===== config.mk =====
export PLATFORM = sky130hd
export DESIGN_NAME = logic_combin_packer
export DESIGN_NICKNAME = d
export VERILOG_FILES = /design/src/rtl/logic_combin_packer.sv
export SDC_FILE = /design/constraint.sdc
export NUM_CORES = 1
export LEC_CHECK = 0
export BUFFER_PORTS_ARGS = -buffer_cell sky130_fd_sc_hd__buf_4
export CAP_MARGIN = 5
export CORE_ASPECT_RATIO = 0.75
export CORE_MARGIN = 2
export CORE_UTILIZATION = 50
export DETAILED_ROUTE_END_ITERATION = 12
export PLACE_DENSITY = 0.72
export SLEW_MARGIN = 0
export SYNTH_ARGS = -nofsm -noshare
export SYNTH_HDL_FRONTEND = slang
export SYNTH_SLANG_ARGS = --single-unit

===== constraint.sdc =====
create_clock -name clock -period 2.5 [get_ports clock]
set_input_delay 0.125 -clock clock [delete_from_list [all_inputs] [get_ports clock]]
set_output_delay 0.125 -clock clock [all_outputs]
set_load 0.02 [all_outputs]

===== src/rtl/logic_combin_packer.sv =====
// Packs NUM narrow stream beats into one wide word, MSB-first or fully bit-reversed per word.
// Optional word/partial-word statistics counters are enabled with LOGIC_COMBIN_PACKER_STAT_EN.
module logic_combin_packer #(
  parameter int IN_DSIZE = 8,
  parameter int NUM      = 4
) (
  input  logic                    clock,
  input  logic                    rst,
  input  logic                    order,
  input  logic [IN_DSIZE-1:0]     in_data,
  input  logic                    in_valid,
  input  logic                    in_last,
  output logic                    in_ready,
  output logic [NUM*IN_DSIZE-1:0] out_data,
  output logic [NUM-1:0]          out_keep,
  output logic                    out_last,
  output logic                    out_valid,
  input  logic                    out_ready
`ifdef LOGIC_COMBIN_PACKER_STAT_EN
  ,
  output logic [15:0]             stat_words,
  output logic [15:0]             stat_partial
`endif
);

  localparam int OUT_DSIZE = IN_DSIZE * NUM;
  localparam int CNT_W     = $clog2(NUM);
  localparam logic [CNT_W-1:0] LAST_CNT = CNT_W'(NUM - 1);
  localparam logic FILL = 1'b0;
  localparam logic HOLD = 1'b1;

  function automatic logic [OUT_DSIZE-1:0] rev_data(input logic [OUT_DSIZE-1:0] d);
    logic [OUT_DSIZE-1:0] r;
    for (int i = 0; i < OUT_DSIZE; i++) r[i] = d[OUT_DSIZE-1-i];
    return r;
  endfunction

  function automatic logic [NUM-1:0] rev_keep(input logic [NUM-1:0] k);
    logic [NUM-1:0] r;
    for (int i = 0; i < NUM; i++) r[i] = k[NUM-1-i];
    return r;
  endfunction

  logic                 state_p1;
  logic [CNT_W-1:0]     cnt_p0;
  logic [OUT_DSIZE-1:0] acc_data_p0;
  logic [NUM-1:0]       acc_keep_p0;
  logic                 ord_p0;

  logic                 closing;
  logic                 accept;
  logic                 ord_eff;
  logic [OUT_DSIZE-1:0] word_data;
  logic [NUM-1:0]       word_keep;
  logic [OUT_DSIZE-1:0] ld_data;
  logic [NUM-1:0]       ld_keep;

  assign out_valid = (state_p1 == HOLD);

  // Stage p0: lane insertion into the accumulator (always kept in MSB-first layout)
  always_comb begin
    closing   = (cnt_p0 == LAST_CNT) | in_last;
    in_ready  = !out_valid | out_ready | ((cnt_p0 != LAST_CNT) & !in_last);
    accept    = in_valid & in_ready;
    ord_eff   = (cnt_p0 == '0) ? order : ord_p0;
    word_data = acc_data_p0 |
                (OUT_DSIZE'(in_data) << ((NUM - 1 - int'(cnt_p0)) * IN_DSIZE));
    word_keep = acc_keep_p0 | (NUM'(1'b1) << (NUM - 1 - int'(cnt_p0)));
    ld_data   = ord_eff ? rev_data(word_data) : word_data;
    ld_keep   = ord_eff ? rev_keep(word_keep) : word_keep;
  end

  always_ff @(posedge clock) begin
    if (rst) begin
      state_p1    <= FILL;
      cnt_p0      <= '0;
      acc_data_p0 <= '0;
      acc_keep_p0 <= '0;
      ord_p0      <= 1'b0;
      out_data    <= '0;
      out_keep    <= '0;
      out_last    <= 1'b0;
    end else begin
      if (accept && cnt_p0 == '0) ord_p0 <= order;
      if (accept && closing) begin
        cnt_p0      <= '0;
        acc_data_p0 <= '0;
        acc_keep_p0 <= '0;
      end else if (accept) begin
        cnt_p0      <= cnt_p0 + 1'b1;
        acc_data_p0 <= word_data;
        acc_keep_p0 <= word_keep;
      end
      // Stage p1: output slot; a closing beat may reload it in the same cycle it drains
      if (accept && closing) begin
        state_p1 <= HOLD;
        out_data <= ld_data;
        out_keep <= ld_keep;
        out_last <= in_last;
      end else if (out_valid && out_ready) begin
        state_p1 <= FILL;
      end
    end
  end

`ifdef LOGIC_COMBIN_PACKER_STAT_EN
  always_ff @(posedge clock) begin
    if (rst) begin
      stat_words   <= '0;
      stat_partial <= '0;
    end else if (out_valid && out_ready) begin
      stat_words <= stat_words + 16'd1;
      if (out_keep != '1) stat_partial <= stat_partial + 16'd1;
    end
  end
`endif

endmodule

==> impl_metrics.csv <==
group,metric,value,unit
logic_synthesis,syn_nets,378,
worst_setup_path,path_cells,"buf_4, ha_1, or2_1, a2111oi_4, a21oi_1, nor2_1",
worst_setup_path,arrival,2.43,ns
global_routing,grt_overflow,0,
timing,rsz0062_at_grt,"false",
clocking,postCtsResizedCells,0,
die,core,0.00626,mm2
timing,final_max_slew_viol_count,0,
place,io_buffers,52,
worst_setup_path,crit_path_max_fanout,15,
timing,fin_skew,0.00930,ns
clocking,h-tree-depth,3,
pwr,leakagePower,0.00160,uW
logic_synthesis,synth_top_flop_cell,"dfxtp_1",
cells_and_area,drive_gt1_frac,0.210,
pwr,power,2800,uW
clocking,postCtsHoldBufs,1,
drt,drtAntennaViolNets,0,
drt,wl_per_cell,16.2,um
timing,max_freq,0.467,GHz
clocking,cts_made_buffers,9,
die,die_h,73.4,um
die,fp-row-count,25,
clocking,cts_tree,"yes",
clocking,root_buffer,"clkbuf_8",
die,die_area,0.00708,mm2
logic_synthesis,syn_area,0.00321,mm2
timing,fin_ws,0.357,ns
drt,drt_iter0_markers,209,
logic_synthesis,async_reset_ff_frac,0,
logic_synthesis,synth_area_leaders,"dfxtp_1 (48%), a32o_1 (10%), a21oi_1 (9.7%)",
die,die_x,96.5,um
worst_setup_path,slowest_stage,"a2111oi_4",
logic_synthesis,synth_common_cells,"dfxtp_1 (77), nand2_1 (66), a21oi_1 (62)",
logic_synthesis,yosys.area.top_type,"dfxtp_1",
logic_synthesis,ys_types,33,
timing,finalSetupTns,0,ns
logic_synthesis,synth.avg_cell_area,8.91,um2
logic_synthesis,synth_top_area_share,0.481,
worst_setup_path,critPathMaxStageDelay,0.63,ns
place,dpl_cell_area,0.00358,mm2
logic_synthesis,synth_edf_count,0,
pwr,vdd_drop_max,0.333,mV
clocking,clkSlewWorstSetupHoldPaths,0.08,ns
global_routing,grt_pass1_vias,2370,
clocking,cts_buffer_depth,2,
worst_setup_path,crit_type,"register to register",
logic_synthesis,yosysWarnings,0,
cells_and_area,fin_util,0.609,
timing,hold_violations,0,
logic_synthesis,synth_most_common_cell,"dfxtp_1",
drt,drt_wl_total,7860,um
drt,vias_per_cell,5.74,
logic_synthesis,ys_seq_area_frac,0.481,
pwr,p_per_area,735,mW/mm2
timing,worst_pin_slew,0.596,ns
global_routing,grt_use_total,0.231,
place,place_ws,0.378,ns
timing,fin_crit,2.14,ns
cells_and_area,syn_to_final_growth,18.7,%
worst_setup_path,worst_ep_required_time,2.79,ns
timing,fin_crit_sh,0.857,
cells_and_area,fin_nets,418,
min_path,min_path_type,"primary input to register",
cells_and_area,design_area,0.00381,mm2
outcome,outcome,"completed",
timing,relSlewSlack,0.603,
drt,drc,0,
die,start_util,0.513,
place,routabilityCongestion,0.789,
global_routing,grt_max_degree,39,
global_routing,grt_pass1_wl,12300,um
clocking,post_cts_buffers,0,
place,dp_hpwl,5390,um
run,max_cap_violations,0,
die,num_io_pins,53,
drt,vias,2792,
cells_and_area,antenna_cells,0,
worst_setup_path,crit_path_end_kind,"register",
drt,dr.pass1.iters,5,
clocking,clock_latency,0.35,ns
logic_synthesis,ys_ff_latch,77,
timing,setup_violations,0,
clocking,cts_sinks,77,
logic_synthesis,synth_cells,360,
global_routing,antenna_found_initial,0,
worst_setup_path,cp-start-kind,"register",
-- final timing paths --
check / depth (start not counted) / endpoint / slack (ns) / from
worst max-delay path: 6 / acc_data_p0[22] / 0.36 / cnt_p0[1]
worst min-delay path: 3 / ord_p0 / 0.06 / order
worst max register to register: 6 / acc_data_p0[22] / 0.36 / cnt_p0[1]
worst min register to register: 2 / acc_data_p0[18] / 0.47 / acc_data_p0[18]
-- cell families (layout without fill, tap and decap cells) --
group           count (synthesis)  after routing  share of synthesized area
mux                             4              4                     0.0168
buf+inv                        34             79                     0.0562
simple gates                  123            123                      0.156
xor+xnor                        1              1                    0.00273
fa+ha+maj                       4              4                     0.0156
compound gates                117            117                      0.272
flops                          77             77                      0.481
-- worst max-delay path, delay by kind of cell, from the launching register on --
family | cells | cell delay, ns
buffers and inverters | 1 | 0.20
adder cells (fa/ha/maj) | 1 | 0.27
flip-flops | 1 | 0.33
AO/OA/AOI/OAI | 2 | 0.77
AND/OR/NAND/NOR | 2 | 0.51
-- layout make-up --
type / instances / area, um2
sequential: 77 / 1540
tap: 81 / 101
timing repair buffer: 60 / 453
fill: 541 / 2450
clock buffer: 10 / 128
inverter: 3 / 11.3
multi-input combinational: 249 / 1490
clock inverter: 6 / 87.6
-- where the power goes --
group / leakage, uW / switching (uW) / total (uW) / internal (uW)
Clock: 0.000110 / 456 / 1020 / 562
Sequential: 0.000626 / 32.4 / 1310 / 1280
Combinational: 0.000861 / 297 / 468 / 171
-- registers in the layout (all words and copies together) (netlist names) --
signal	flops
ord_p0	1
out_keep	4
out_last	1
out_data	32
out_valid	1
acc_data_p0	32
acc_keep_p0	4
cnt_p0	2
-- through the flow --
stage | hold slack (ns) | std cells
2_1_floorplan | 0.194 | 360
3_3_place_gp | 0.356 | 469
3_5_place_dp | 0.361 | 469
4_1_cts | 0.0538 | 486
5_1_grt | 0.0682 | 486
6_report | 0.0603 | 486
-- cells in the final DEF (no fill, tap or decap) --
cell | Yosys | layout
dfxtp_1 | 77 | 77
nand2_1 | 66 | 66
a21oi_1 | 62 | 62
buf_4 | 1 | 59
nor2_1 | 45 | 45
a32o_1 | 33 | 33
clkbuf_8 | 0 | 9
a31oi_1 | 8 | 8
a2111oi_4 | 4 | 4
ha_1 | 4 | 4
nor2b_1 | 3 | 3
a22o_1 | 3 | 3
inv_1 | 2 | 2
or2_1 | 2 | 2
nor2_2 | 2 | 2
o21ai_0 | 2 | 2
a22oi_1 | 2 | 2
mux2i_1 | 2 | 2
bufinv_16 | 0 | 2
clkinv_4 | 0 | 2
clkinv_2 | 0 | 2
inv_2 | 1 | 1
o21ai_1 | 1 | 1
nor3_4 | 1 | 1
mux2i_4 | 1 | 1
or3_1 | 1 | 1
a21oi_2 | 1 | 1
xnor2_1 | 1 | 1
mux2_2 | 1 | 1
nor3_1 | 1 | 1
nand2b_1 | 1 | 1
nand3_1 | 1 | 1
o211ai_1 | 1 | 1
clkbuf_1 | 6 | 1
dlygate4sd3_1 | 0 | 1
-- metal layers --
layer / share of wire / wire (um) / GRT usage / vias up
li1: - / - / - / 1350
met1: 0.50 / 3960 / 0.367 / 1344
met2: 0.42 / 3280 / 0.302 / 91
met3: 0.069 / 543 / 0.0677 / 7
met4: 0.0090 / 71 / 0.0579 / 0
met5: 0 / 0 / 0 / -
(Power assumes the default switching activity.)
